--- src/rtl/if_fetch_unit.sv ---
// if_fetch_unit: instruction-fetch front end driving Avalon-MM reads into the IF/ID register
//   clk, reset           : clock, synchronous active-high reset
//   pc_in, pc_write      : fetch address from / write-enable back to the PC register
//   stall_in             : decode hazard stall, freezes IF/ID
//   instr_address/read   : Avalon read address and strobe
//   instr_waitrequest    : memory not ready, read held
//   instr_readdata       : returned instruction word
//   if_id_*              : IF/ID instruction, its address and valid flag
//   active               : low once the halt address (PC = 0) is reached
module if_fetch_unit #(
    parameter logic [31:0] RESET_VECTOR = 32'hBFC00000,
    parameter logic [31:0] NOP_WORD     = 32'h00000000
) (
    input  logic        clk,
    input  logic        reset,
    input  logic [31:0] pc_in,
    input  logic        stall_in,
    output logic        pc_write,
    output logic [31:0] instr_address,
    output logic        instr_read,
    input  logic        instr_waitrequest,
    input  logic [31:0] instr_readdata,
    output logic [31:0] if_id_instruction,
    output logic [31:0] if_id_pc,
    output logic        if_id_valid,
    output logic        active
);
    typedef enum logic [1:0] {FETCH = 2'd0, HELD = 2'd1, HALTED = 2'd2} state_t;

    state_t      state_q, state_d;
    logic [31:0] hold_buf_q, hold_pc_q, instr_q, pc_q;
    logic        valid_q, fetch_done;

    always_ff @(posedge clk)
        state_q <= reset ? FETCH : state_d;

    always_comb begin
        state_d = state_q;
        case (state_q)
            FETCH:   state_d = pc_in == 32'd0 ? HALTED : (fetch_done && stall_in) ? HELD : FETCH;
            HELD:    state_d = stall_in ? HELD : FETCH;
            HALTED:  state_d = HALTED;
            default: state_d = FETCH;
        endcase
    end

    // Read strobe drops during reset so an outstanding transfer is abandoned.
    // pc_write marks exactly the cycles that load a valid word into IF/ID.
    always_comb begin
        instr_read    = !reset && state_q == FETCH && pc_in != 32'd0;
        instr_address = pc_in;
        fetch_done    = instr_read && !instr_waitrequest;
        pc_write      = !reset && !stall_in && (fetch_done || state_q == HELD);
        active        = state_q != HALTED;
    end

    always_ff @(posedge clk) begin
        if (reset) begin
            instr_q    <= NOP_WORD;
            pc_q       <= RESET_VECTOR;
            valid_q    <= 1'b0;
            hold_buf_q <= 32'd0;
            hold_pc_q  <= 32'd0;
        end else begin
            if (pc_write) begin
                instr_q <= state_q == HELD ? hold_buf_q : instr_readdata;
                pc_q    <= state_q == HELD ? hold_pc_q : pc_in;
                valid_q <= 1'b1;
            end else if (!stall_in) begin
                instr_q <= NOP_WORD;
                valid_q <= 1'b0;
            end
            // A word returning under stall is parked instead of being re-fetched.
            if (fetch_done && stall_in) begin
                hold_buf_q <= instr_readdata;
                hold_pc_q  <= pc_in;
            end
        end
    end

    assign if_id_instruction = instr_q;
    assign if_id_pc          = pc_q;
    assign if_id_valid       = valid_q;
endmodule

--- config.mk ---
export PLATFORM = sky130hd
export DESIGN_NAME = if_fetch_unit
export DESIGN_NICKNAME = d
export VERILOG_FILES = /design/src/rtl/if_fetch_unit.sv
export SDC_FILE = /design/constraint.sdc
export NUM_CORES = 1
export LEC_CHECK = 0
export BUFFER_PORTS_ARGS = -buffer_cell sky130_fd_sc_hd__buf_2
export CORE_ASPECT_RATIO = 0.7
export CORE_MARGIN = 2
export CORE_UTILIZATION = 27
export DETAILED_ROUTE_END_ITERATION = 12
export SYNTH_ARGS = -nofsm -noshare
export SYNTH_HDL_FRONTEND = slang
export SYNTH_SLANG_ARGS = --single-unit
--- constraint.sdc ---
create_clock -name clk -period 1.7 [get_ports clk]
set_input_delay 0.085 -clock clk [delete_from_list [all_inputs] [get_ports clk]]
set_output_delay 0.085 -clock clk [all_outputs]
set_load 0.05 [all_outputs]
==> results_dict.tcl <==
set metrics [dict create \
    synthesis.instances 630 \
    synthTopCellsByArea "dfxtp_1, mux2i_1, nand2_1" \
    grt_max_degree 101 \
    synth_most_common_cell "nand2_1" \
    ys.flop_type "dfxtp_1" \
    seq_area_frac_synth 0.469 \
    synth_commonest_cells "nand2_1, dfxtp_1, a21oi_1, mux2i_1, o21ai_1" \
    cts.reportedPaths.clkPinSlew_ps 60 \
    hold_viol 0 \
    fin_crit_sh 0.927 \
    grt_pass1_vias 4772 \
    drt-pass1-iter-count 4 \
    hold_path_class "in2reg" \
    maxSlewHeadroom 0.648 \
    std_cell_rows 43 \
    core_area_um2 20100 \
    diodes 0 \
    r2r-start "state_q[1]$_SDFF_PP0_" \
    critical_path_arrival_ps 1490 \
    cts.sinks 131 \
    grt_pass1_wl_um 25800 \
    die_height_um 124 \
    setup_tns_ps 0 \
    fin_crit_ps 1580 \
    crit_fanout 5 \
    cts_tree "built" \
    drt_iter0_drc 235 \
    yosys.area_share.simple 0.173 \
    fmax_ghz 0.635 \
    synth.distinct_cells 30 \
    postRouteAntennaNets 0 \
    cts_inserted_buffers 17 \
    overflow 0 \
    synthAdderAreaFrac 0 \
    io_pins 168 \
    drcViolationCount 0 \
    drive_above_1_share 0.352 \
    synth_top_family_by_area "simple AND/OR/NAND/NOR gates" \
    skew_ps 9.12 \
    vdd_drop_max_mv 0.706 \
    synthArstFlopShare 0 \
    fin_nets 900 \
    port_buffers 167 \
    busiest_layer "met2" \
    synth_compound_area_frac 0.158 \
    yosys.area.top_type_share 0.469 \
    drt-total-wl_um 16500 \
    ys_ff_latch 131 \
    met2_usage 0.231 \
    die_width_um 176 \
    p_leak_uw 0.00334 \
    cp-start-kind "primary input" \
    hpwl_um 11100 \
    cts.htree.levels 4 \
    netlist_area_um2 5590 \
    avgRoutedWirePerCell_um 14.8 \
    area_growth_pct 40.1 \
    num_vias 5026 \
    synthesis.nets 698 \
    synth_warnings 0 \
    synth_mux_area_frac 0.115 \
    clk_latency_ps 410 \
    syn_avg_cell_area_um2 8.87 \
    cap_violations 0 \
    power_density_nw_per_um2 1060 \
    startpoint "stall_in" \
    synth.largest_area_cell "dfxtp_1" \
    clockBufferDepth 2 \
    synth_edf_count 0 \
    met1_usage 0.204 \
    gp_congestion 0.744 \
    grt_use_total 0.151 \
    use_met3 0.0458 \
    setup_viol 0 \
    critPathCaptureType "output port" \
    antenna_found_initial 0 \
    rsz0062_at_grt "false" \
    initial_core_util 0.279 \
    final_util 0.390 \
    hp-start "pc_in[9]" \
    tightest_slew_ps 529 \
    synth_xor_area_frac 0 \
    holdWs_ps 57.1 \
    crit_type "in2out" \
    status "finished clean" \
    required_ps 1620 \
    maxSlewViolCount 0 \
    root_buffer "clkbuf_16" \
    die-area_um2 21900 \
    vias_per_cell 4.52 \
]
area by class of cell:
class	instances	area, µm²
Clock inverter	5	77.6
Clock buffer	25	475
Timing Repair Buffer	263	1770
Sequential cell	131	2630
Inverter	4	15.0
Fill cell	2032	12200
Multi-Input combinational cell	415	2540
Tap cell	270	338
registers in the layout (all words and copies together), names as in the netlist:
register	count
if_id_instruction	32
if_id_pc	32
hold_buf_q	32
hold_pc_q	32
state_q	2
if_id_valid	1
metal layers:
metal	wire (µm)	share of wire
met1	8010	0.49
met2	7350	0.45
met3	889	0.054
met4	212	0.013
met5	0	0
path summary, 6_finish.rpt:
path,endpoint,slack [ps],cells after the start
setup / recovery,pc_write,120,6
hold reg to reg,if_id_instruction[10]$_SDFFE_PP0P_,440,2
setup reg to reg,if_id_pc[11]$_SDFFE_PP0P_,270,5
hold / removal,hold_pc_q[9]$_SDFFE_PP0P_,60,4
worst max-delay path: stages:
cell and delay [ps]:
dlygate4sd3_1 560, buf_6 150, a2111oi_4 350, o21ai_4 110, inv_2 80, buf_8 140
where the power goes:
group          leakage (µW)  switching [µW]  internal, µW
Clock              0.000267            1290          2220
Sequential          0.00107            73.9          3220
Combinational       0.00200            1000           493
Total               0.00334            2360          5930
per-stage QoR:
stage / total power, µW / area (µm²) / setup WS (ps) / instances
detailed placement: 4790 / 6880 / -225 / 1046
global placement: 4770 / 6880 / -179 / 1046
global route: 8610 / 7830 / 68.1 / 1113
floorplan: 4350 / 5600 / 94.5 / 630
finish: 8290 / 7830 / 124 / 1113
CTS: 8390 / 7810 / 13.8 / 1112
repair_timing:
item | 4_1_cts | 5_1_grt
setup endpoints to repair | 1 | 23
hold buffers | 35 | 0
setup buffers | 1 | 2
gates resized for setup | 6 | 6
pin swaps | 1 | 3
endpoints found under the hold margin | 67 | 0
cells by family (layout without fill, tap and decap cells):
logic type	count (synthesis)	in the layout
AOI/OAI and AO/OA	135	135
buffers and inverters	84	297
DFF	131	131
muxes	64	64
and+or+nand+nor	216	216
cell usage in the layout, fill, tap and decap left out, types with 21 or more instances in the layout:
cell / instances
buf_2: 164
dlygate4sd3_1: 35
o21ai_1: 32
nand2_1: 161
a211oi_2: 21
nor3_1: 25
a21oi_1: 67
buf_4: 53
dfxtp_1: 129
mux2i_1: 64
Note: power is estimated with default switching activity, not from simulation.
